==> config.mk <==
export PLATFORM = sky130hd
export DESIGN_NAME = alu_pipe
export DESIGN_NICKNAME = d
export VERILOG_FILES = /design/src/rtl/alu_pkg.sv /design/src/rtl/alu_core.sv /design/src/rtl/alu_pipe.sv
export SDC_FILE = /design/constraint.sdc
export NUM_CORES = 1
export LEC_CHECK = 0
export CAP_MARGIN = 10
export CORE_ASPECT_RATIO = 1.25
export CORE_MARGIN = 3
export CORE_UTILIZATION = 55
export CTS_CLUSTER_DIAMETER = 120
export DETAILED_ROUTE_END_ITERATION = 6
export GPL_ROUTABILITY_DRIVEN = 1
export PLACE_DENSITY = 0.78
export SLEW_MARGIN = 20
export SYNTH_ARGS = -nofsm -noshare
export SYNTH_HDL_FRONTEND = slang
export SYNTH_SLANG_ARGS = --single-unit
==> constraint.sdc <==
create_clock -name clk -period 8.4 [get_ports clk]
set_clock_uncertainty 0.05 [all_clocks]
set_input_delay 1.26 -clock clk [delete_from_list [all_inputs] [get_ports clk]]
set_output_delay 1.26 -clock clk [all_outputs]
set_load 0.01 [all_outputs]
==> src/rtl/alu_pkg.sv <==
// Shared opcode definitions for the pipelined ALU.
package alu_pkg;

    localparam int OP_W = 3;

    typedef enum logic [OP_W-1:0] {
        OP_ADD4    = 3'd0,
        OP_SUB     = 3'd1,
        OP_AND     = 3'd2,
        OP_OR      = 3'd3,
        OP_XOR     = 3'd4,
        OP_NOT     = 3'd5,
        OP_SEL_SUM = 3'd6,
        OP_ACC     = 3'd7
    } op_e;

endpackage

==> src/rtl/alu_core.sv <==
// Purely combinational ALU datapath: result, carry/borrow and zero flag.
module alu_core
    import alu_pkg::*;
#(
    parameter int WIDTH = 8
) (
    input  logic [WIDTH-1:0] a,
    input  logic [WIDTH-1:0] b,
    input  logic [WIDTH-1:0] c,
    input  logic [WIDTH-1:0] d,
    input  op_e              opcode,
    input  logic             sel,
    input  logic [WIDTH-1:0] acc,
    output logic [WIDTH-1:0] result,
    output logic             carry,
    output logic             zero
);

    logic [WIDTH+1:0] sum4;
    logic [WIDTH:0]   ext;

    // Four-operand sum keeps two guard bits so any overflow is visible.
    assign sum4 = {2'b00, a} + {2'b00, b} + {2'b00, c} + {2'b00, d};

    // Operation select; two-operand sums share one WIDTH+1 bit intermediate.
    always_comb begin
        // NOTE: every output gets a default first so no path through the case infers a latch.
        result = '0;
        carry  = 1'b0;
        ext    = '0;
        case (opcode)
            OP_ADD4: begin
                result = sum4[WIDTH-1:0];
                carry  = |sum4[WIDTH+1:WIDTH];
            end
            OP_SUB: begin
                // Zero-extended subtraction: bit WIDTH is set exactly when a < b.
                ext    = {1'b0, a} - {1'b0, b};
                result = ext[WIDTH-1:0];
                carry  = ext[WIDTH];
            end
            OP_AND: result = a & b;
            OP_OR:  result = a | b;
            OP_XOR: result = a ^ b;
            OP_NOT: result = ~a;
            OP_SEL_SUM: begin
                ext    = sel ? ({1'b0, a} + {1'b0, c}) : ({1'b0, b} + {1'b0, d});
                result = ext[WIDTH-1:0];
                carry  = ext[WIDTH];
            end
            OP_ACC: begin
                ext    = sel ? {1'b0, a} : ({1'b0, acc} + {1'b0, a});
                result = ext[WIDTH-1:0];
                carry  = sel ? 1'b0 : ext[WIDTH];
            end
            default: begin
                result = '0;
                carry  = 1'b0;
            end
        endcase
    end

    assign zero = (result == '0);

endmodule

==> src/rtl/alu_pipe.sv <==
// Two-stage valid/ready ALU pipeline: S1 holds operands, S2 holds result/flags.
module alu_pipe
    import alu_pkg::*;
#(
    parameter int WIDTH = 8
) (
    input  logic             clk,
    input  logic             rst_n,
    input  logic             in_valid,
    output logic             in_ready,
    input  logic [WIDTH-1:0] input_a,
    input  logic [WIDTH-1:0] input_b,
    input  logic [WIDTH-1:0] input_c,
    input  logic [WIDTH-1:0] input_d,
    input  logic [OP_W-1:0]  opcode,
    input  logic             sel,
    output logic             out_valid,
    input  logic             out_ready,
    output logic [WIDTH-1:0] result,
    output logic             zero_flag,
    output logic             carry_flag
);

    logic             s1_valid_q, s1_valid_d;
    logic [WIDTH-1:0] s1_a_q, s1_a_d, s1_b_q, s1_b_d, s1_c_q, s1_c_d, s1_d_q, s1_d_d;
    op_e              s1_op_q, s1_op_d;
    logic             s1_sel_q, s1_sel_d;

    logic             s2_valid_q, s2_valid_d;
    logic [WIDTH-1:0] s2_result_q, s2_result_d;
    logic             s2_zero_q, s2_zero_d;
    logic             s2_carry_q, s2_carry_d;

    logic [WIDTH-1:0] acc_q, acc_d;

    logic             s2_load;
    logic             in_fire;
    logic [WIDTH-1:0] core_result;
    logic             core_carry;
    logic             core_zero;

    alu_core #(.WIDTH(WIDTH)) u_core (
        .a      (s1_a_q),
        .b      (s1_b_q),
        .c      (s1_c_q),
        .d      (s1_d_q),
        .opcode (s1_op_q),
        .sel    (s1_sel_q),
        .acc    (acc_q),
        .result (core_result),
        .carry  (core_carry),
        .zero   (core_zero)
    );

    // Handshake and next-state: S2 drains or refills, S1 follows; acc moves with ACC ops into S2.
    always_comb begin
        s2_load     = s1_valid_q && (!s2_valid_q || out_ready);
        in_ready    = !s1_valid_q || s2_load;
        in_fire     = in_valid && in_ready;

        s1_valid_d  = in_fire || (s1_valid_q && !s2_load);
        s1_a_d      = in_fire ? input_a : s1_a_q;
        s1_b_d      = in_fire ? input_b : s1_b_q;
        s1_c_d      = in_fire ? input_c : s1_c_q;
        s1_d_d      = in_fire ? input_d : s1_d_q;
        s1_op_d     = in_fire ? op_e'(opcode) : s1_op_q;
        s1_sel_d    = in_fire ? sel : s1_sel_q;

        s2_valid_d  = s2_load || (s2_valid_q && !out_ready);
        s2_result_d = s2_load ? core_result : s2_result_q;
        s2_zero_d   = s2_load ? core_zero   : s2_zero_q;
        s2_carry_d  = s2_load ? core_carry  : s2_carry_q;

        acc_d       = (s2_load && (s1_op_q == OP_ACC)) ? core_result : acc_q;
    end

    // Control, output and accumulator state with asynchronous clear.
    always_ff @(posedge clk or negedge rst_n) begin
        if (!rst_n) begin
            s1_valid_q  <= 1'b0;
            s2_valid_q  <= 1'b0;
            s2_result_q <= '0;
            s2_zero_q   <= 1'b1;
            s2_carry_q  <= 1'b0;
            acc_q       <= '0;
        end else begin
            // NOTE: sequential state uses non-blocking assignment so all flops sample pre-edge values.
            s1_valid_q  <= s1_valid_d;
            s2_valid_q  <= s2_valid_d;
            s2_result_q <= s2_result_d;
            s2_zero_q   <= s2_zero_d;
            s2_carry_q  <= s2_carry_d;
            acc_q       <= acc_d;
        end
    end

    // S1 operand payload; only meaningful while s1_valid_q is set.
    // NOTE: payload registers are deliberately reset-less; the valid bit guards them.
    always_ff @(posedge clk) begin
        s1_a_q   <= s1_a_d;
        s1_b_q   <= s1_b_d;
        s1_c_q   <= s1_c_d;
        s1_d_q   <= s1_d_d;
        s1_op_q  <= s1_op_d;
        s1_sel_q <= s1_sel_d;
    end

    assign out_valid  = s2_valid_q;
    assign result     = s2_result_q;
    assign zero_flag  = s2_zero_q;
    assign carry_flag = s2_carry_q;

endmodule

==> flow_summary.json <==
{
  "vertical_die_dimension_um": 111.7,
  "vias": 4087,
  "core_region_area_mm2": 0.008472,
  "cts_root_buf": "clkbuf_8",
  "path_max_fanout": 9,
  "synth-seq-area-share_pct": 32.17,
  "finalHoldWorstSlack_ns": 0.4333,
  "pin_slew_with_the_least_headroom_to_its_limit_ns": 0.8644,
  "grt_antenna_before_repair": 0,
  "synth.top_cells.by_area": "edfxtp_1 22%, ha_1 14%, dfrtp_1 9.7%, fa_1 5.7%, inv_1 4.3%",
  "floorplan.io_pins": 52,
  "cts_hold_buffers": 0,
  "syn_avg_cell_area_um2": 9.665,
  "finalSetupTns_ns": 0,
  "final_period_minus_worst_setup_slack_ns": 4.401,
  "drc": 0,
  "critical_path.reg2reg.startpoint": "s1_a_q[1]",
  "rows": 37,
  "most-common-layout-cells": "57 x ha_1, 56 x inv_1, 51 x clkdlybuf4s50_1",
  "timing.critical_path.arrival_ns": 4.60,
  "final_cell_count_no_fill": 670,
  "die_area_mm2": 0.01012,
  "cts_max_path_buffers": 2,
  "setup_violations": 0,
  "timing.critical_path.to": "zero_flag",
  "syn-num-nets": 620,
  "synth_edf_count": 36,
  "initial_core_util_pct": 58.07,
  "global_route.overflow_total": 0,
  "power.density_mw_per_mm2": 192.2,
  "sequential_cell_area_mm2": 0.001583,
  "r2r-end": "zero_flag",
  "grt_start_max_net_pins": 37,
  "ir_worst_vdd_uv": 113.0,
  "post-synth-top-area-cell": "edfxtp_1",
  "htreeDepth": 2,
  "finalMaxSlewViolations": 0,
  "antennaDiodeCount": 0,
  "finalNetCount": 664,
  "wire_per_inst_um": 19.01,
  "filler_cell_count": 691,
  "detail_route.wirelength_um": 12730,
  "dr.pass1.iters": 5,
  "grt_util_all_layers_pct": 25.46,
  "timing.final.hold_violations": 0,
  "cts_buffers": 5,
  "slew_headroom_pct": 42.19,
  "grt_first_pass_wirelength_um": 20620,
  "worstSetupStartpoint": "s1_a_q[1]",
  "clk_pin_slew_ns": 0.11,
  "tritoncts": "built",
  "synth.lib_cells_used.distinct": 65,
  "cell_depth_of_the_worst_hold_path": 2,
  "buffer_ports.inserted": 51,
  "yosys_register_bits": 56,
  "p_leak_nw": 2.408,
  "areaGrowthSynthToFinish_pct": 14.70,
  "area_of_combinational_cells_with_multiple_inputs_mm2": 0.003038,
  "worst-r2r-cell-count": 17,
  "rsz0062_at_grt": "no",
  "place_congestion": 0.9377,
  "number_of_maximum_capacitance_violations": 0,
  "clk-insertion-delay-late_ns": 0.32,
  "tritoncts_num_sinks": 56,
  "setup.reg_to_reg.worst_slack_ns": 4.00,
  "via_per_inst": 6.100,
  "startpoint_type": "flip-flop",
  "achievable-frequency_ghz": 0.2272,
  "drt.antenna.violating_nets": 0,
  "critPathRequiredTime_ns": 8.59,
  "utilization_pct": 66.61,
  "post-dp-hpwl_um": 10210,
  "die_width_um": 90.59,
  "cts_setup_buffers": 0,
  "end_kind": "flip-flop",
  "dp_cells": 663,
  "post_synth_inst_count": 509,
  "drtIter0Drc": 374,
  "final_common_cell": "ha_1",
  "yosys.area.top_type_share_pct": 21.97,
  "critPathKind": "reg2reg",
  "synth.cell_area_mm2": 0.004920,
  "final_min_period_over_clock_period_pct": 52.39,
  "postSynth.topFlopCell": "edfxtp_1",
  "outcome": "finished, final reports clean",
  "ys_async_sr_fraction_pct": 35.71,
  "drive_above_1_share_pct": 6.872,
  "holdCritPathClass": "reg2reg",
  "first_global_vias": 4013,
  "design_power_total_mw": 1.085,
  "ys.warnings.count": 0,
  "post_cts_sizing": 0
}
==> flip-flops by register name, summed over array words and instances (netlist names) <==
register    count
out_valid       1
s1_b_q          8
zero_flag       1
s1_a_q          8
carry_flag      1
result          8
s1_c_q          8
s1_op_q         3
acc_q           8
s1_d_q          8
s1_sel_q        1
s1_valid_q      1
==> through the flow <==
stage	instance area, µm²	setup slack (ns)
2_1_floorplan	4920	4.579
3_5_place_dp	5514	4.055
4_1_cts	5643	4.018
6_report	5643	3.999
5_1_grt	5643	3.670
3_3_place_gp	5514	4.267
==> metal layers <==
layer  track usage [%]  up-vias  wire, µm
met2             45.03      165      6314
met4             5.822        0       187
met5                 0        -         0
li1                  -     1918         -
met1             33.48     1992      5500
met3             2.770       12       731
==> worst max-delay path: stages, from the launching register on <==
cell and delay, ns:
edfxtp_1 0.61, inv_1 0.21, ha_1 0.38, a21o_1 0.19
a21oi_1 0.22, o21ai_0 0.12, a21oi_1 0.25, xnor2_1 0.12
fa_1 0.48, inv_1 0.04, ha_1 0.35, a21oi_1 0.15
nor2_1 0.05, o21ai_0 0.18, o31ai_1 0.10, nor4_1 0.19
o2111ai_1 0.25, o41ai_2 0.38
==> report_power, final <==
| part | internal, mW | leakage, nW | switching, mW |
|---|---|---|---|
| combinational | 0.235 | 1.76 | 0.266 |
| clock | 0.117 | 0.0642 | 0.0918 |
| sequential | 0.338 | 0.581 | 0.0361 |
| total | 0.690 | 2.41 | 0.394 |
==> cell families (layout without fill, tap and decap cells) <==
family          count (synthesis)  count (layout)  synth area share, %
fa+ha+maj                      71              71                20.19
xor+xnor                       21              21                3.738
simple gates                  132             132                14.04
mux                            25              25                6.587
buf+inv                        75             119                6.078
compound gates                129             129                17.19
flops                          56              56                32.17
==> worst min path at each step <==
stage               startpoint         to  slack [ns]
floorplan             acc_q[4]   acc_q[4]        0.40
global placement     result[4]  result[4]        0.42
global route         zero_flag  zero_flag        0.48
detailed placement   result[1]  result[1]        0.42
CTS                  result[1]  result[1]        0.44
finish               result[1]  result[1]        0.43
==> synthesized netlist by cell type, types with 3 or more instances <==
cell type	instances
nand2b_1	13
o21ai_0	34
a2bb2oi_1	3
o21bai_1	5
inv_2	3
a21oi_1	27
dfrtp_1	19
nand2_1	29
mux4_2	4
o22ai_1	3
and2_1	3
a31oi_1	6
nand3_1	10
a21o_1	9
o211ai_1	4
xor2_1	10
ha_1	57
nor3b_1	5
buf_2	8
nor2_1	34
fa_1	14
nor2b_1	7
inv_1	56
edfxtp_1	36
nand3b_1	3
mux2_2	14
nor3_1	9
nand4_1	5
xnor2_1	11
clkbuf_1	6
mux2i_1	5
a211oi_1	9
a221oi_1	4
==> layout make-up <==
class / count / share of cell area [%]
clock inverter: 2 / 1.064
sequential: 56 / 28.05
timing repair buffer: 53 / 9.313
multi-input combinational: 378 / 53.84
tap: 117 / 2.594
inverter: 59 / 3.925
clock buffer: 5 / 1.220
Power figures use the tool's default switching activity.
